`config.mk`:
```
export PLATFORM = sky130hd
export DESIGN_NAME = cdp_rdma_rdreq_sched
export DESIGN_NICKNAME = d
export VERILOG_FILES = /design/src/rtl/cdp_rdma_rdreq_sched.sv
export SDC_FILE = /design/constraint.sdc
export NUM_CORES = 1
export LEC_CHECK = 0
export CAP_MARGIN = 40
export CORE_UTILIZATION = 44
export CTS_BUF_LIST = sky130_fd_sc_hd__clkbuf_8
export DETAILED_ROUTE_END_ITERATION = 8
export PLACE_DENSITY = 0.93
export SLEW_MARGIN = 10
export SYNTH_ARGS = -nofsm -noshare
export SYNTH_HDL_FRONTEND = slang
export SYNTH_SLANG_ARGS = --single-unit
```
`constraint.sdc`:
```
create_clock -name nvdla_core_clk -period 14.68 [get_ports nvdla_core_clk]
set_clock_uncertainty 0.2 [all_clocks]
set_input_delay 1.468 -clock nvdla_core_clk [delete_from_list [all_inputs] [get_ports nvdla_core_clk]]
set_output_delay 1.468 -clock nvdla_core_clk [all_outputs]
set_load 0.005 [all_outputs]
```
`src/rtl/cdp_rdma_rdreq_sched.sv`:
```
// cdp_rdma_rdreq_sched
// Two-requester DMA read-request scheduler for the CDP read DMA.
//  - Round-robin arbitration gated by latency-FIFO credits (atoms).
//  - One-entry registered output stage (grant -> valid latency 1).
//  - IDLE/RUN/DRAIN layer FSM. done pulses when the drain completes.
// Optional feature: define CDP_RDMA_SCHED_PERF_EN to build the stall_cnt
// performance counter. Without it stall_cnt is a constant 0.
module cdp_rdma_rdreq_sched #(
  parameter int CDT_DEPTH = 64,
  parameter int CNT_W     = 7
) (
  input  logic             nvdla_core_clk,
  input  logic             nvdla_core_rst,
  input  logic             op_en,
  input  logic             req0_valid,
  output logic             req0_ready,
  input  logic [78:0]      req0_pd,
  input  logic             req1_valid,
  output logic             req1_ready,
  input  logic [78:0]      req1_pd,
  output logic             dma_rd_req_valid,
  input  logic             dma_rd_req_ready,
  output logic [78:0]      dma_rd_req_pd,
  output logic             dma_rd_req_src,
  input  logic             cdt_lat_fifo_pop,
  output logic [CNT_W-1:0] credit_cnt,
  output logic             done,
  output logic             credit_ovf,
  output logic [31:0]      stall_cnt
);

  typedef enum logic [1:0] {IDLE, RUN, DRAIN} state_t;

  localparam logic [CNT_W-1:0] CDT_FULL = CNT_W'(CDT_DEPTH);
  localparam logic [16:0]      CDT_FULL17 = 17'(CDT_DEPTH);

  state_t      state;
  logic        rr_pref;      // requester that wins the next tie
  logic [15:0] credit16;
  logic [15:0] cost0, cost1, gnt_cost;
  logic        elig0, elig1;
  logic        can_grant, gnt0, gnt1, grant;
  logic [16:0] credit_sum;
  logic        credit_sat;
  logic [CNT_W-1:0] credit_nxt;
  logic        out_valid_nxt;
  logic        drain_fin;

  // Atom cost of each request is size+1; compare at 16 bits so a large
  // size field can never wrap into an apparently cheap request.
  assign credit16 = 16'(credit_cnt);
  assign cost0    = {1'b0, req0_pd[78:64]} + 16'd1;
  assign cost1    = {1'b0, req1_pd[78:64]} + 16'd1;
  assign elig0    = req0_valid && (cost0 <= credit16);
  assign elig1    = req1_valid && (cost1 <= credit16);

  // Grant only while running and the output stage is free this cycle.
  assign can_grant = !nvdla_core_rst && (state == RUN) &&
                     (!dma_rd_req_valid || dma_rd_req_ready);
  assign gnt0  = can_grant && elig0 && (!elig1 || !rr_pref);
  assign gnt1  = can_grant && elig1 && (!elig0 ||  rr_pref);
  assign grant = gnt0 || gnt1;

  assign req0_ready = gnt0;
  assign req1_ready = gnt1;

  // Net credit change for the cycle; a pop into a full pool saturates.
  always_comb begin
    gnt_cost   = 16'd0;
    if (gnt0) gnt_cost = cost0;
    if (gnt1) gnt_cost = cost1;
    credit_sum = 17'(credit_cnt) + 17'(cdt_lat_fifo_pop) - 17'(gnt_cost);
    credit_sat = (credit_sum > CDT_FULL17);
    credit_nxt = credit_sat ? CDT_FULL : credit_sum[CNT_W-1:0];
  end

  // Drain completes on the edge where the output stage empties and the
  // credit pool becomes full; looking ahead lets done be a plain flop.
  assign out_valid_nxt = grant || (dma_rd_req_valid && !dma_rd_req_ready);
  assign drain_fin     = (state == DRAIN) && !out_valid_nxt &&
                         (credit_nxt == CDT_FULL);

  // Output stage: load on grant, retire on downstream accept, hold otherwise.
  always_ff @(posedge nvdla_core_clk) begin
    if (nvdla_core_rst) begin
      dma_rd_req_valid <= 1'b0;
      dma_rd_req_pd    <= '0;
      dma_rd_req_src   <= 1'b0;
    end else begin
      dma_rd_req_valid <= out_valid_nxt;
      if (grant) begin
        dma_rd_req_pd  <= gnt1 ? req1_pd : req0_pd;
        dma_rd_req_src <= gnt1;
      end
    end
  end

  // Credit pool, sticky overflow flag and round-robin pointer.
  always_ff @(posedge nvdla_core_clk) begin
    if (nvdla_core_rst) begin
      credit_cnt <= CDT_FULL;
      credit_ovf <= 1'b0;
      rr_pref    <= 1'b0;
    end else begin
      credit_cnt <= credit_nxt;
      if (credit_sat) credit_ovf <= 1'b1;
      if (grant)      rr_pref    <= gnt0;
    end
  end

  // Layer FSM; op_en is only looked at in IDLE and RUN, so a re-raise
  // during DRAIN waits until the drain has finished.
  always_ff @(posedge nvdla_core_clk) begin
    if (nvdla_core_rst) begin
      state <= IDLE;
      done  <= 1'b0;
    end else begin
      done <= 1'b0;
      case (state)
        IDLE:    if (op_en)  state <= RUN;
        RUN:     if (!op_en) state <= DRAIN;
        DRAIN: begin
          if (drain_fin) begin
            state <= IDLE;
            done  <= 1'b1;
          end
        end
        default: state <= IDLE;
      endcase
    end
  end

`ifdef CDP_RDMA_SCHED_PERF_EN
  logic [31:0] stall_q;

  // Count RUN cycles where something is requesting but nothing fits.
  always_ff @(posedge nvdla_core_clk) begin
    if (nvdla_core_rst) begin
      stall_q <= '0;
    end else if (state == IDLE && op_en) begin
      stall_q <= '0;
    end else if (state == RUN && (req0_valid || req1_valid) &&
                 !elig0 && !elig1 && stall_q != 32'hFFFF_FFFF) begin
      stall_q <= stall_q + 32'd1;
    end
  end

  assign stall_cnt = stall_q;
`else
  assign stall_cnt = 32'd0;
`endif

endmodule

```
Word-level counts from Yosys, hierarchy flattened
Index checks and enable logic that the tools add are counted.

Bits in registers: 93. Bits of input ports: 165. Output and inout port bits: 124. Logic and storage cells: 57.

$add $sub $neg: 4. Order comparisons: 3. Equality and inequality tests: 6. Muxes and demuxes: 9. Bitwise operators: 1. Reductions and logical operators: 26.

Operator list (number): $mux W79 (1); $add A15 B1 Y16 const B (2); $le A16 B7 Y1 (2); $mux W16 (2); $gt A17 B7 Y1 const B (1); $sub A8 B16 Y17 (1); $logic_and A1 B1 Y1 (11); $add A7 B1 Y8 (1); $eq A7 B7 Y1 const B (1); $logic_not A1 Y1 (7); $mux W7 (1); $mux W2 (3); $ne A2 B2 Y1 const B (3); $pmux W2 S3 (1); $logic_or A1 B1 Y1 (5); $reduce_and A3 Y1 (1); $eq A2 B1 Y1 const B (1); $eq A2 B2 Y1 const B (1); $logic_not A2 Y1 (1); $reduce_or A2 Y1 (1); $mux W1 (1); $not A1 Y1 (1).

Logic depth before layout (Yosys ltp)
Gate-level depths: netlist of run 1.

Depth in word-level cells: 15. Depth in mapped cells: 25.

Least setup slack after synthesis of run 1
OpenSTA, ideal clock, no wires.

Path kind: input to register. Start: input req0_pd[64]. End: register state[1]. Library setup time: 70 ps. Data arrival time: 6360 ps. Data required time: 14410 ps. Slack: 8049 ps. Stages on the path: 25. Buffers on the path: 2. Cells stage by stage: ha_1 nand3_2 nor2_1 xor2_1 ha_1 and3_1 a221oi_1 a32oi_1 nor3b_1 or4b_1 buf_2 o211ai_4 inv_2 clkbuf_1 a22oi_1 ha_1 fa_1 a21o_1 a21oi_1 o21bai_1 a2111oi_0 a31oi_1 a31oi_1 o21ai_0 a21oi_1.

Longest elaborated chain between the ends: 14. Elaborated cells between the ends (all ways): 21. Classes of those cells: add/sub: 2; order compare: 2; eq/ne: 2; mux: 3; reduce/logical: 12.

RTL lines: start: declaration (RTL line 17) `input logic [78:0] req0_pd,`; $add A15 B1 Y16 (*) (RTL line 52) `assign cost0 = {1'b0, req0_pd[78:64]} + 16'd1;`; $le A16 B7 Y1 (*) (RTL line 54) `assign elig0 = req0_valid && (cost0 <= credit16);`; $logic_and A1 B1 Y1 (*) (RTL line 54); $logic_not A1 Y1 (*) (RTL line 61) `assign gnt1 = can_grant && elig1 && (!elig0 || rr_pref);`; $logic_or A1 B1 Y1 (*) (RTL line 61); $logic_and A1 B1 Y1 (*) (RTL line 61); named net req1_ready (RTL line 19) `output logic req1_ready,`; $mux W16 (RTL line 71) `if (gnt1) gnt_cost = cost1;`; $sub A8 B16 Y17 (RTL line 72) `credit_sum = 17'(credit_cnt) + 17'(cdt_lat_fifo_pop) - 17'(gnt_cost);`; $gt A17 B7 Y1 (RTL line 73) `credit_sat = (credit_sum > CDT_FULL17);`; $mux W7 (RTL line 74) `credit_nxt = credit_sat ? CDT_FULL : credit_sum[CNT_W-1:0];`; $eq A7 B7 Y1 (RTL line 81) `(credit_nxt == CDT_FULL);`; $logic_and A1 B1 Y1 (*) (RTL line 80) `assign drain_fin = (state == DRAIN) && !out_valid_nxt &&`; $ne A2 B2 Y1 (no line) (*); $reduce_and A3 Y1 (no line) (*); end signal: assignment (RTL line 115) `state <= IDLE;`; end signal: assignment (RTL line 120) `IDLE: if (op_en) state <= RUN;`; end signal: assignment (RTL line 121) `RUN: if (!op_en) state <= DRAIN;`; end: declaration (RTL line 37) `state_t state;`.

The timed path passes the listed nets; every way through them passes the cells marked *. A chain may end at the register's enable or synchronous reset.

Worst setup path after layout of run 1
Start: input req0_pd[64]. End: register state[1].

Longest elaborated chain between the ends: 14. Elaborated cells between the ends (all ways): 21. Classes of those cells: add/sub: 2; order compare: 2; eq/ne: 2; mux: 3; reduce/logical: 12.

RTL lines (RTL line): $add A15 B1 Y16 (*) (52); $le A16 B7 Y1 (54); $logic_and A1 B1 Y1 (54); $logic_and A1 B1 Y1 / $logic_not A1 Y1 (equally long branches) (60, 61); $logic_and A1 B1 Y1 / $logic_or A1 B1 Y1 (equally long branches) (60, 61); $mux W16 / $logic_and A1 B1 Y1 (equally long branches) (70, 61); $mux W16 (71); $sub A8 B16 Y17 (72); $gt A17 B7 Y1 (73); $mux W7 (74); $eq A7 B7 Y1 (81); $logic_and A1 B1 Y1 (*) (80); $ne A2 B2 Y1 (no line) (*); $reduce_and A3 Y1 (no line) (*).

Mark *: on every way between the ends. The rest lies on a longest branch, timed or not.

==> impl_metrics.tcl, run 1 <==
set metrics [dict create \
    critPathKind "primary input to flop" \
    async_flop_share_pct 0 \
    nFillCells 899 \
    synth_most_common_cell "dfxtp_1" \
    placed_cell_area_um2 7780 \
    met1_length_um 6974 \
    tns_ps 0 \
    drt_iter0_drc 540 \
    antenna_found_initial 0 \
    via_per_inst 5.647 \
    grt_usage_pct 28.17 \
    clk_path_buf_depth 2 \
    hp-start "dma_rd_req_pd[78]$_SDFFE_PP0P_" \
    worst_slew_pin_slew_ps 908.1 \
    dieArea_um2 12430 \
    synth_area_leaders "dfxtp_1 (35%), a221o_1 (9.5%), nor3b_1 (7.4%)" \
    n_antenna_cell 0 \
    startpoint_type "primary input" \
    arrival_ps 7810 \
    wl_per_cell_um 18.79 \
    wl_um 17740 \
    multiInputGateArea_um2 3042 \
    syn_area_um2 5275 \
    cap_violations 0 \
    syn_area_per_cell_um2 9.437 \
    vias 5331 \
    synth_top_area_share_pct 35.29 \
    routabilityCongestion 0.9351 \
    power_per_cell_area_nw_per_um2 65.16 \
    critPathMaxFanout 45 \
    ys.flop_type "dfxtp_1" \
    maxSlewViolCount 0 \
    dr.pass1.iters 7 \
    synth-seq-area-share_pct 35.29 \
    ys_ff_latch 93 \
    synth_edf_count 0 \
    period_share_pct 52.54 \
    yosys_warnings 0 \
    ir_worst_vdd_mv 0.04248 \
    drc_errors 20 \
    min_path_type "flop to flop" \
    worstPathRequired_ps 14770 \
    top_layer "met4" \
    wl_met2_um 8981 \
    status "complete, but fails checks" \
    area_growth_pct 51.61 \
    violations "DRC" \
    cts_setup_buffers 0 \
    r2r-start "credit_cnt[6]$_SDFF_PP1_" \
    cp-end-kind "flop" \
    hpwlAfterDp_um 13680 \
    fin_crit_ps 7713 \
    antenna_violating_nets_post_route 0 \
    timing.rr.end "state[1]$_SDFFE_PP0P_" \
    reg2reg_slack_ps 8860 \
    stdcell_area_um2 7998 \
    portBuffers 256 \
    start_util_pct 45.61 \
    numCtsBuffers 9 \
    rows 39 \
    postCtsHoldBufs 0 \
    first_global_vias 5210 \
    clkSinkCount 93 \
    tritoncts "built" \
    drive_gt1_share_pct 4.370 \
    synth_cells 559 \
    rsz0062_at_grt "false" \
    relSlewSlack_pct 39.46 \
    fmax_mhz 129.6 \
    ff_latch_area_um2 1862 \
    cts_resized 0 \
    core_um2 11560 \
    whs_path_depth 1 \
    die_h_um 111.5 \
    yosys.area.top_type "dfxtp_1" \
    pin_count 289 \
    grt_pass1_wl_um 27460 \
    overflow 0 \
    r2r_cells 22 \
    fin_nets 993 \
    yosysUniqueCellTypes 58 \
    grt_max_degree 82 \
    holdPathEnd "dma_rd_req_pd[78]$_SDFFE_PP0P_" \
    clk_latency_ps 380 \
    clockRootBuffer "clkbuf_8" \
    leakagePower_nw 2.926 \
    die_x_um 111.5 \
    clk_pin_slew_ps 100 \
    dr_wl_met3_um 1233 \
    yosys-top-cells-count "dfxtp_1 (93), nor3b_1 (52), a221o_1 (50)" \
    setup_viol 0 \
    h-tree-depth 3 \
    finalHoldViolCount 0 \
]
-- critical path, stage by stage --
cell,delay (ps)
clkdlybuf4s50_1,570
ha_1,230
nand3_2,170
nor2_1,170
xor2_1,220
ha_1,280
and3_1,210
a221oi_1,320
a32oi_1,100
nor3b_1,160
or4b_1,620
o211ai_4,230
buf_4,410
o2bb2ai_1,180
ha_1,300
inv_1,40
ha_1,190
fa_1,400
a21o_1,190
a21oi_1,230
o21bai_1,120
a2111oi_0,400
a31oi_1,70
a31oi_1,230
o21ai_0,110
a21oi_1,160
-- final cells by class --
type	count	share of cell area [%]
clock inverters	5	0.8292
multi-input cells	408	38.03
flip-flops and latches	93	23.28
inverters	22	1.033
repair buffers	262	32.70
clock buffers	11	1.893
well taps	143	2.237
-- flip-flops by register name, summed over array words and instances, names as in the netlist --
name / count
state: 2
done: 1
dma_rd_req_pd: 79
credit_ovf: 1
dma_rd_req_valid: 1
dma_rd_req_src: 1
rr_pref: 1
credit_cnt: 7
-- how the worst max path moves through the flow --
| stage | startpoint | end | cells after the start |
|---|---|---|---|
| 4_1_cts | req0_pd[64] | state[1]$_SDFFE_PP0P_ | 26 |
| 2_1_floorplan | req0_pd[64] | state[1]$_SDFFE_PP0P_ | 25 |
| 6_report | req0_pd[64] | state[1]$_SDFFE_PP0P_ | 26 |
| 3_5_place_dp | req0_pd[64] | state[1]$_SDFFE_PP0P_ | 26 |
| 5_1_grt | req0_pd[64] | credit_cnt[5]$_SDFF_PP0_ | 26 |
| 3_3_place_gp | req0_pd[64] | state[1]$_SDFFE_PP0P_ | 26 |
-- report_power, final --
group / internal [W] / switching, W / total (W)
logic: 0.0000482 / 0.0000298 / 0.0000780
clock network: 0.0000903 / 0.0000998 / 0.000190
registers: 0.000253 / 0.000000426 / 0.000253
-- cell families after synthesis --
logic type                 after synthesis  share of synthesized area, %
and+or+nand+nor                        173                         19.71
AOI/OAI and AO/OA                      131                         20.59
DFF                                     93                         35.29
buffers and inverters                   89                         9.487
adders and majority gates               32                         7.732
muxes                                   24                         4.554
xor gates and xnor gates                15                         2.490
other                                    2                        0.1424
-- layout by cell type, fill, tap and decap left out, types with 4 or more instances in the layout --
cell type,Yosys,routed
dfxtp_1,93,93
nand3_1,10,10
a21oi_1,12,12
nand4_1,8,8
clkbuf_8,0,11
mux2i_1,24,24
buf_4,36,5
nor3_1,14,13
a221o_1,50,50
xor2_1,5,5
nor2b_1,4,4
ha_1,31,31
nor2_1,35,35
clkdlybuf4s50_1,0,255
xnor2_1,10,10
a22oi_1,6,6
o21ai_0,8,8
and2_1,12,12
nor3b_1,52,52
conb_1,2,33
a21o_1,8,8
or3_1,4,4
nand2_1,11,11
and3_1,6,6
a211oi_1,22,22
inv_1,20,20
-- layer usage --
metal,global-route usage [%],up-vias
li1,-,2515
met1,32.61,2498
met2,50.25,271
met3,5.661,47
met4,12.34,0
met5,0,-
-- metrics by stage --
step / instances / total power (W) / hold WS (ps) / utilization, % / worst slack (ps)
global route: 944 / 0.0005424 / 282.5 / 69.16 / 6545
CTS: 944 / 0.0005250 / 272.1 / 69.16 / 7045
global placement: 926 / 0.0003344 / 243.1 / 67.03 / 6829
detailed placement: 928 / 0.0003353 / 247.4 / 67.27 / 6649
floorplan: 590 / 0.0002867 / 254.8 / - / 8049
finish: 944 / 0.0005212 / 270.4 / 69.16 / 6967
Power figures use the tool's default switching activity.
==> inputs of run 2 (changes only) <==
--- a/config.mk
+++ b/config.mk
@@ -6,10 +6,11 @@
 export NUM_CORES = 1
 export LEC_CHECK = 0
 export CAP_MARGIN = 40
-export CORE_UTILIZATION = 44
+export CORE_ASPECT_RATIO = 1.5
+export CORE_UTILIZATION = 36
 export CTS_BUF_LIST = sky130_fd_sc_hd__clkbuf_8
 export DETAILED_ROUTE_END_ITERATION = 8
-export PLACE_DENSITY = 0.93
+export PLACE_DENSITY = 0.81
 export SLEW_MARGIN = 10
 export SYNTH_ARGS = -nofsm -noshare
 export SYNTH_HDL_FRONTEND = slang
==> constraint.sdc (replaced) <==
create_clock -name nvdla_core_clk -period 6.2 [get_ports nvdla_core_clk]
set_clock_uncertainty 0.2 [all_clocks]
set_input_delay 0.62 -clock nvdla_core_clk [delete_from_list [all_inputs] [get_ports nvdla_core_clk]]
set_output_delay 0.62 -clock nvdla_core_clk [all_outputs]
set_load 0.005 [all_outputs]
==> run 2 against run 1 <==
The flow now finishes without violations. First-iteration DRC count down 63%. Global-route usage down 5.2 points. Design area grew 4.6%. Critical path type unchanged. Critical endpoint unchanged. Largest power group unchanged.
==> impl_metrics.tcl, run 2 (synthesis results as in run 1) <==
set metrics [dict create \
    crit_top_cell "ha_1" \
    core_um2 14190 \
    via_per_inst 5.230 \
    period_share_pct 93.56 \
    power_per_cell_area_nw_per_um2 143.9 \
    rows 53 \
    whs_ps 263.6 \
    status "finished, final reports clean" \
    clockRootBuffer "clkbuf_8" \
    first_global_vias 5279 \
    numCtsBuffers 9 \
    wl_um 18120 \
    tritoncts "built" \
    antenna_violating_nets_post_route 0 \
    fmax_mhz 172.4 \
    final_cell_mix "clkdlybuf4s50_1 (253), dfxtp_1 (93), nor3b_1 (52), a221o_1 (50), buf_4 (38)" \
    critPathKind "primary input to flop" \
    n_antenna_cell 0 \
    grt_max_degree 48 \
    area_growth_pct 58.56 \
    drc_errors 0 \
    clk_pin_slew_ps 100 \
    clkSinkCount 93 \
    die_h_um 150.3 \
    arrival_ps 5900 \
    grt_usage_pct 22.94 \
    pin_count 289 \
    cp-end-kind "flop" \
    top_regs "dma_rd_req_pd x79, credit_cnt x7, state x2" \
    antenna_found_initial 0 \
    die_x_um 100.8 \
    grt_pass1_wl_um 26930 \
    ir_worst_vdd_mv 0.1313 \
    placed_cell_area_um2 8122 \
    top_register "dma_rd_req_pd" \
    cap_violations 0 \
    nFillCells 1257 \
    clk_latency_ps 360 \
    startpoint_type "primary input" \
    slowest_stage "clkdlybuf4s50_1" \
    worstPathRequired_ps 6300 \
    finalHoldViolCount 0 \
    place_inst 1011 \
    portBuffers 256 \
    dieArea_um2 15150 \
    drt_iter0_drc 201 \
    largest_reg_flops 79 \
    clk_path_buf_depth 2 \
    overflow 0 \
    worst_slew_pin_slew_ps 569.6 \
    fin_util_pct 58.94 \
    stdcell_area_um2 8364 \
    tns_ps 0 \
    relSlewSlack_pct 62.02 \
    leakagePower_nw 3.115 \
    drive_gt1_share_pct 9.330 \
    vias 5376 \
    min_path_type "flop to flop" \
    start_util_pct 37.17 \
    fin_nets 1028 \
    postCtsHoldBufs 0 \
    routabilityCongestion 0.9171 \
    critical_path.max_stage_delay_ps 530 \
    h-tree-depth 3 \
    critPathMaxFanout 6 \
    mostFrequentLayoutCell "clkdlybuf4s50_1" \
    wl_per_cell_um 17.63 \
    maxSlewViolCount 0 \
    dr.pass1.iters 4 \
    fin_crit_ps 5801 \
    setup_viol 0 \
    hpwlAfterDp_um 14050 \
    instances_no_fill 1028 \
]
==> run 2: cell count changes in the layout (fill, tap and decap cells not counted), moves of 2 or more <==
cell,delta
a21oi_2,+2
nor2_1,-2
nor2_2,+2
dlymetal6s2s_1,+2
clkbuf_8,-2
inv_8,+2
clkdlybuf4s50_1,-2
a21oi_1,-2
buf_4,+33
buf_12,+2
==> run 2: layer usage <==
layer  GRT usage, %  vias up  wire, µm
met2          41.88      216      9407
li1               -     2588         -
met5              0        -         0
met3          4.875       40      1157
met4          10.43        0       651
met1          25.08     2532      6907
==> run 2: report_power, final <==
group,switching (W),internal (W)
clock,0.000251,0.000159
combinational,0.0000717,0.000122
sequential,0.000000939,0.000598
==> run 2: stage by stage <==
step | setup WS, ps | power, W
final | 399.1 | 0.001203
after CTS | 222.0 | 0.001219
after global placement | -76.90 | 0.0007997
after floorplan | 417.3 | 0.0006789
after global routing | -0.3726 | 0.001255
after detailed placement | -186.2 | 0.0008033
==> run 2: repair_timing <==
item | 4_1_cts | 5_1_grt
setup endpoints to repair | 0 | 10
gates resized for setup | 0 | 12
buffers inserted | 0 | 1
==> run 2: critical path, delay by kind of cell <==
kind                       cells  cell delay [ps]
xor gates and xnor gates       1              210
buffers and inverters          3              740
and+or+nand+nor                4              960
adders and majority gates      5             1350
AOI/OAI and AO/OA             12             2020
==> run 2: cell type report <==
cell class	instances	area, µm²	area share, %
clock buffers	9	123.9	1.481
clock inverters	7	75.07	0.8975
inverters	22	82.58	0.9873
multi-input cells	408	3073	36.74
flip-flops and latches	93	1862	22.26
well taps	192	240.2	2.872
repair buffers	297	2908	34.76
==> run 2: worst paths after layout <==
kind                                             startpoint                           to  slack, ps  cells after the start
worst max-delay path                            req0_pd[65]        state[1]$_SDFFE_PP0P_        400                     25
worst min-delay path            dma_rd_req_src$_SDFFE_PP0P_  dma_rd_req_src$_SDFFE_PP0P_        260                      2
worst max register to register     credit_cnt[6]$_SDFF_PP1_        state[1]$_SDFFE_PP0P_       1240                     22
worst min register to register  dma_rd_req_src$_SDFFE_PP0P_  dma_rd_req_src$_SDFFE_PP0P_        260                      2
==> inputs of run 3 (changes only) <==
--- a/config.mk
+++ b/config.mk
@@ -5,12 +5,12 @@
 export SDC_FILE = /design/constraint.sdc
 export NUM_CORES = 1
 export LEC_CHECK = 0
-export CAP_MARGIN = 40
+export ABC_AREA = 1
 export CORE_ASPECT_RATIO = 1.5
-export CORE_UTILIZATION = 36
+export CORE_UTILIZATION = 39
 export CTS_BUF_LIST = sky130_fd_sc_hd__clkbuf_8
 export DETAILED_ROUTE_END_ITERATION = 8
-export PLACE_DENSITY = 0.81
+export PLACE_DENSITY = 0.83
 export SLEW_MARGIN = 10
 export SYNTH_ARGS = -nofsm -noshare
 export SYNTH_HDL_FRONTEND = slang
==> run 3 against run 2 <==
Fmax grew 4.7%. Sequential cell count is the same. Global-route usage grew 0.67 points. Setup slack gained 260 ps. Core utilization shrank 0.55 points. Clock-buffer cell count is the same. Synthesized cell count grew 78%. Worst hold slack lost 20 ps. Critical endpoint is now credit_ovf$_SDFFE_PP0P_.
==> impl_metrics.tcl, run 3 <==
set metrics [dict create \
    area_growth_pct 44.84 \
    ys.flop_type "dfxtp_1" \
    synth_compound_gate_area_share_pct 4.755 \
    die_h_um 155.6 \
    portBuffers 256 \
    numCtsBuffers 9 \
    routabilityCongestion 0.9636 \
    synth-simple-area-share_pct 40.51 \
    worst_slack_ps 659.5 \
    cap_violations 0 \
    yosys.area.top_type "dfxtp_1" \
    cts_setup_buffers 0 \
    drc_errors 0 \
    largest_reg_flops 79 \
    dr.pass1.iters 4 \
    tns_ps 0 \
    yosys_warnings 0 \
    yosys-top-cells-count "nand2_1 (279), nor2_1 (179), inv_1 (123)" \
    wl_um 19260 \
    drt_iter0_drc 263 \
    mostFrequentLayoutCell "nand2_1" \
    grt_pass1_wl_um 30850 \
    cp-end-kind "flop" \
    cts_resized 0 \
    clk_latency_ps 350 \
    syn_area_per_cell_um2 6.156 \
    synth_most_common_cell "nand2_1" \
    clkSinkCount 93 \
    synth_top_area_share_pct 30.37 \
    fin_util_pct 58.39 \
    clk_pin_slew_ps 90 \
    fin_nets 1428 \
    postCtsHoldBufs 0 \
    drive_gt1_share_pct 3.160 \
    antenna_found_initial 1 \
    yosysUniqueCellTypes 32 \
    grt_max_degree 87 \
    startpoint_type "primary input" \
    hp-start "dma_rd_req_pd[74]$_SDFFE_PP0P_" \
    worstPathRequired_ps 6250 \
    top_regs "dma_rd_req_pd x79, credit_cnt x7, state x2" \
    critPathKind "primary input to flop" \
    min_path_type "flop to flop" \
    synth_area_leaders "dfxtp_1 (30%), nand2_1 (17%), nor2_1 (11%)" \
    nFillCells 1477 \
    pre_cts_slack_ps 322.5 \
    multiInputGateArea_um2 3447 \
    critical_path.max_stage_delay_ps 610 \
    reg2reg_slack_ps 1650 \
    grt_usage_pct 23.62 \
    vias 6768 \
    async_flop_share_pct 0 \
    h-tree-depth 3 \
    period_share_pct 89.36 \
    r2r-start "credit_cnt[2]$_SDFF_PP0_" \
    synth-seq-area-share_pct 30.37 \
    syn_area_um2 6131 \
    final_cell_mix "nand2_1 (279), clkdlybuf4s50_1 (255), nor2_1 (179), inv_1 (123), nand3_1 (104)" \
    setup_viol 0 \
    clockRootBuffer "clkbuf_8" \
    wl_per_cell_um 13.44 \
    synth-xor-area-share_pct 2.286 \
    synth_fa_ha_area_share_pct 6.653 \
    fin_crit_ps 5540 \
    critPathMaxFanout 14 \
    finalHoldViolCount 0 \
    arrival_ps 5590 \
    rows 55 \
    synth_cells 996 \
    worst_slew_pin_slew_ps 940.4 \
    first_global_vias 6543 \
    core_um2 15210 \
    synth_edf_count 0 \
    hpwlAfterDp_um 14460 \
    rsz0062_at_grt "false" \
    synth_top_family_by_area "simple AND/OR/NAND/NOR gates" \
    overflow 0 \
    whs_path_depth 2 \
    r2r_cells 29 \
    tritoncts "built" \
    power_per_cell_area_nw_per_um2 140.3 \
    fmax_mhz 180.5 \
    synth.area.mux_share_pct 0 \
    start_util_pct 40.31 \
    slowest_stage "clkdlybuf4s50_1" \
    leakagePower_nw 4.125 \
    antenna_violating_nets_post_route 0 \
    holdPathEnd "dma_rd_req_pd[74]$_SDFFE_PP0P_" \
    n_antenna_cell 0 \
    status "finished, final reports clean" \
    ys_ff_latch 93 \
    crit_top_cell "nand2_1" \
    relSlewSlack_pct 37.31 \
    maxSlewViolCount 0 \
    via_per_inst 4.723 \
    die_x_um 104.4 \
    pin_count 289 \
    dieArea_um2 16240 \
    clk_path_buf_depth 2 \
    timing.rr.end "credit_ovf$_SDFFE_PP0P_" \
    top_register "dma_rd_req_pd" \
    ir_worst_vdd_mv 0.09842 \
    ff_latch_area_um2 1862 \
]
run 3: how the worst max path moves through the flow:
stage           startpoint                      end  slack [ps]  depth (start not counted)
3_3_place_gp   req0_pd[64]  credit_ovf$_SDFFE_PP0P_         450                         31
6_report       req0_pd[64]  credit_ovf$_SDFFE_PP0P_         660                         31
2_1_floorplan  req1_pd[64]  credit_ovf$_SDFFE_PP0P_        1370                         32
3_5_place_dp   req0_pd[64]  credit_ovf$_SDFFE_PP0P_         320                         31
4_1_cts        req0_pd[64]  credit_ovf$_SDFFE_PP0P_         710                         31
5_1_grt        req1_pd[65]  credit_ovf$_SDFFE_PP0P_         240                         31
run 3: kinds of logic (layout without fill, tap and decap cells):
kind of cell	count (synthesis)	count (layout)
XOR/XNOR	16	16
AND/OR/NAND/NOR	596	596
AO/OA/AOI/OAI	56	56
other	2	33
adder cells (fa/ha/maj)	32	32
flip-flops	93	93
buffers and inverters	201	408
run 3: worst max-delay path: cells and delay by family:
kind / cells / cell delay, ps
XOR/XNOR: 2 / 390
adder cells (fa/ha/maj): 5 / 1410
AND/OR/NAND/NOR: 16 / 1770
buffers and inverters: 5 / 830
AO/OA/AOI/OAI: 3 / 570
run 3: area by class of cell:
class,instances,share of cell area (%)
multi-input combinational,733,38.82
timing repair buffer,266,29.65
sequential,93,20.97
inverter,128,5.411
tap,199,2.804
clock buffer,9,1.395
clock inverter,5,0.9582
run 3: per-layer routing:
| layer | global-route usage, % | wire length (µm) | vias up |
|---|---|---|---|
| met2 | 44.65 | 9972 | 244 |
| met1 | 24.09 | 7281 | 2992 |
| li1 | - | - | 3468 |
| met4 | 13.27 | 958 | 2 |
| met3 | 4.511 | 1032 | 62 |
| met5 | 0 | 13 | - |
run 3: power breakdown:
group | internal (W) | switching [W] | leakage, nW
Clock | 0.000225 | 0.000224 | 0.102
Sequential | 0.000598 | 0.000000845 | 0.749
Combinational | 0.000116 | 0.0000822 | 3.27
run 3: through the flow:
step	instance area [µm²]	power, W	hold slack (ps)	instances
2_1_floorplan	6247	0.0006923	221.2	1027
3_3_place_gp	8671	0.0008072	225.4	1419
3_5_place_dp	8671	0.0008094	231.2	1419
4_1_cts	8880	0.001262	245.9	1433
5_1_grt	8880	0.001305	259.2	1433
6_report	8880	0.001246	244.0	1433
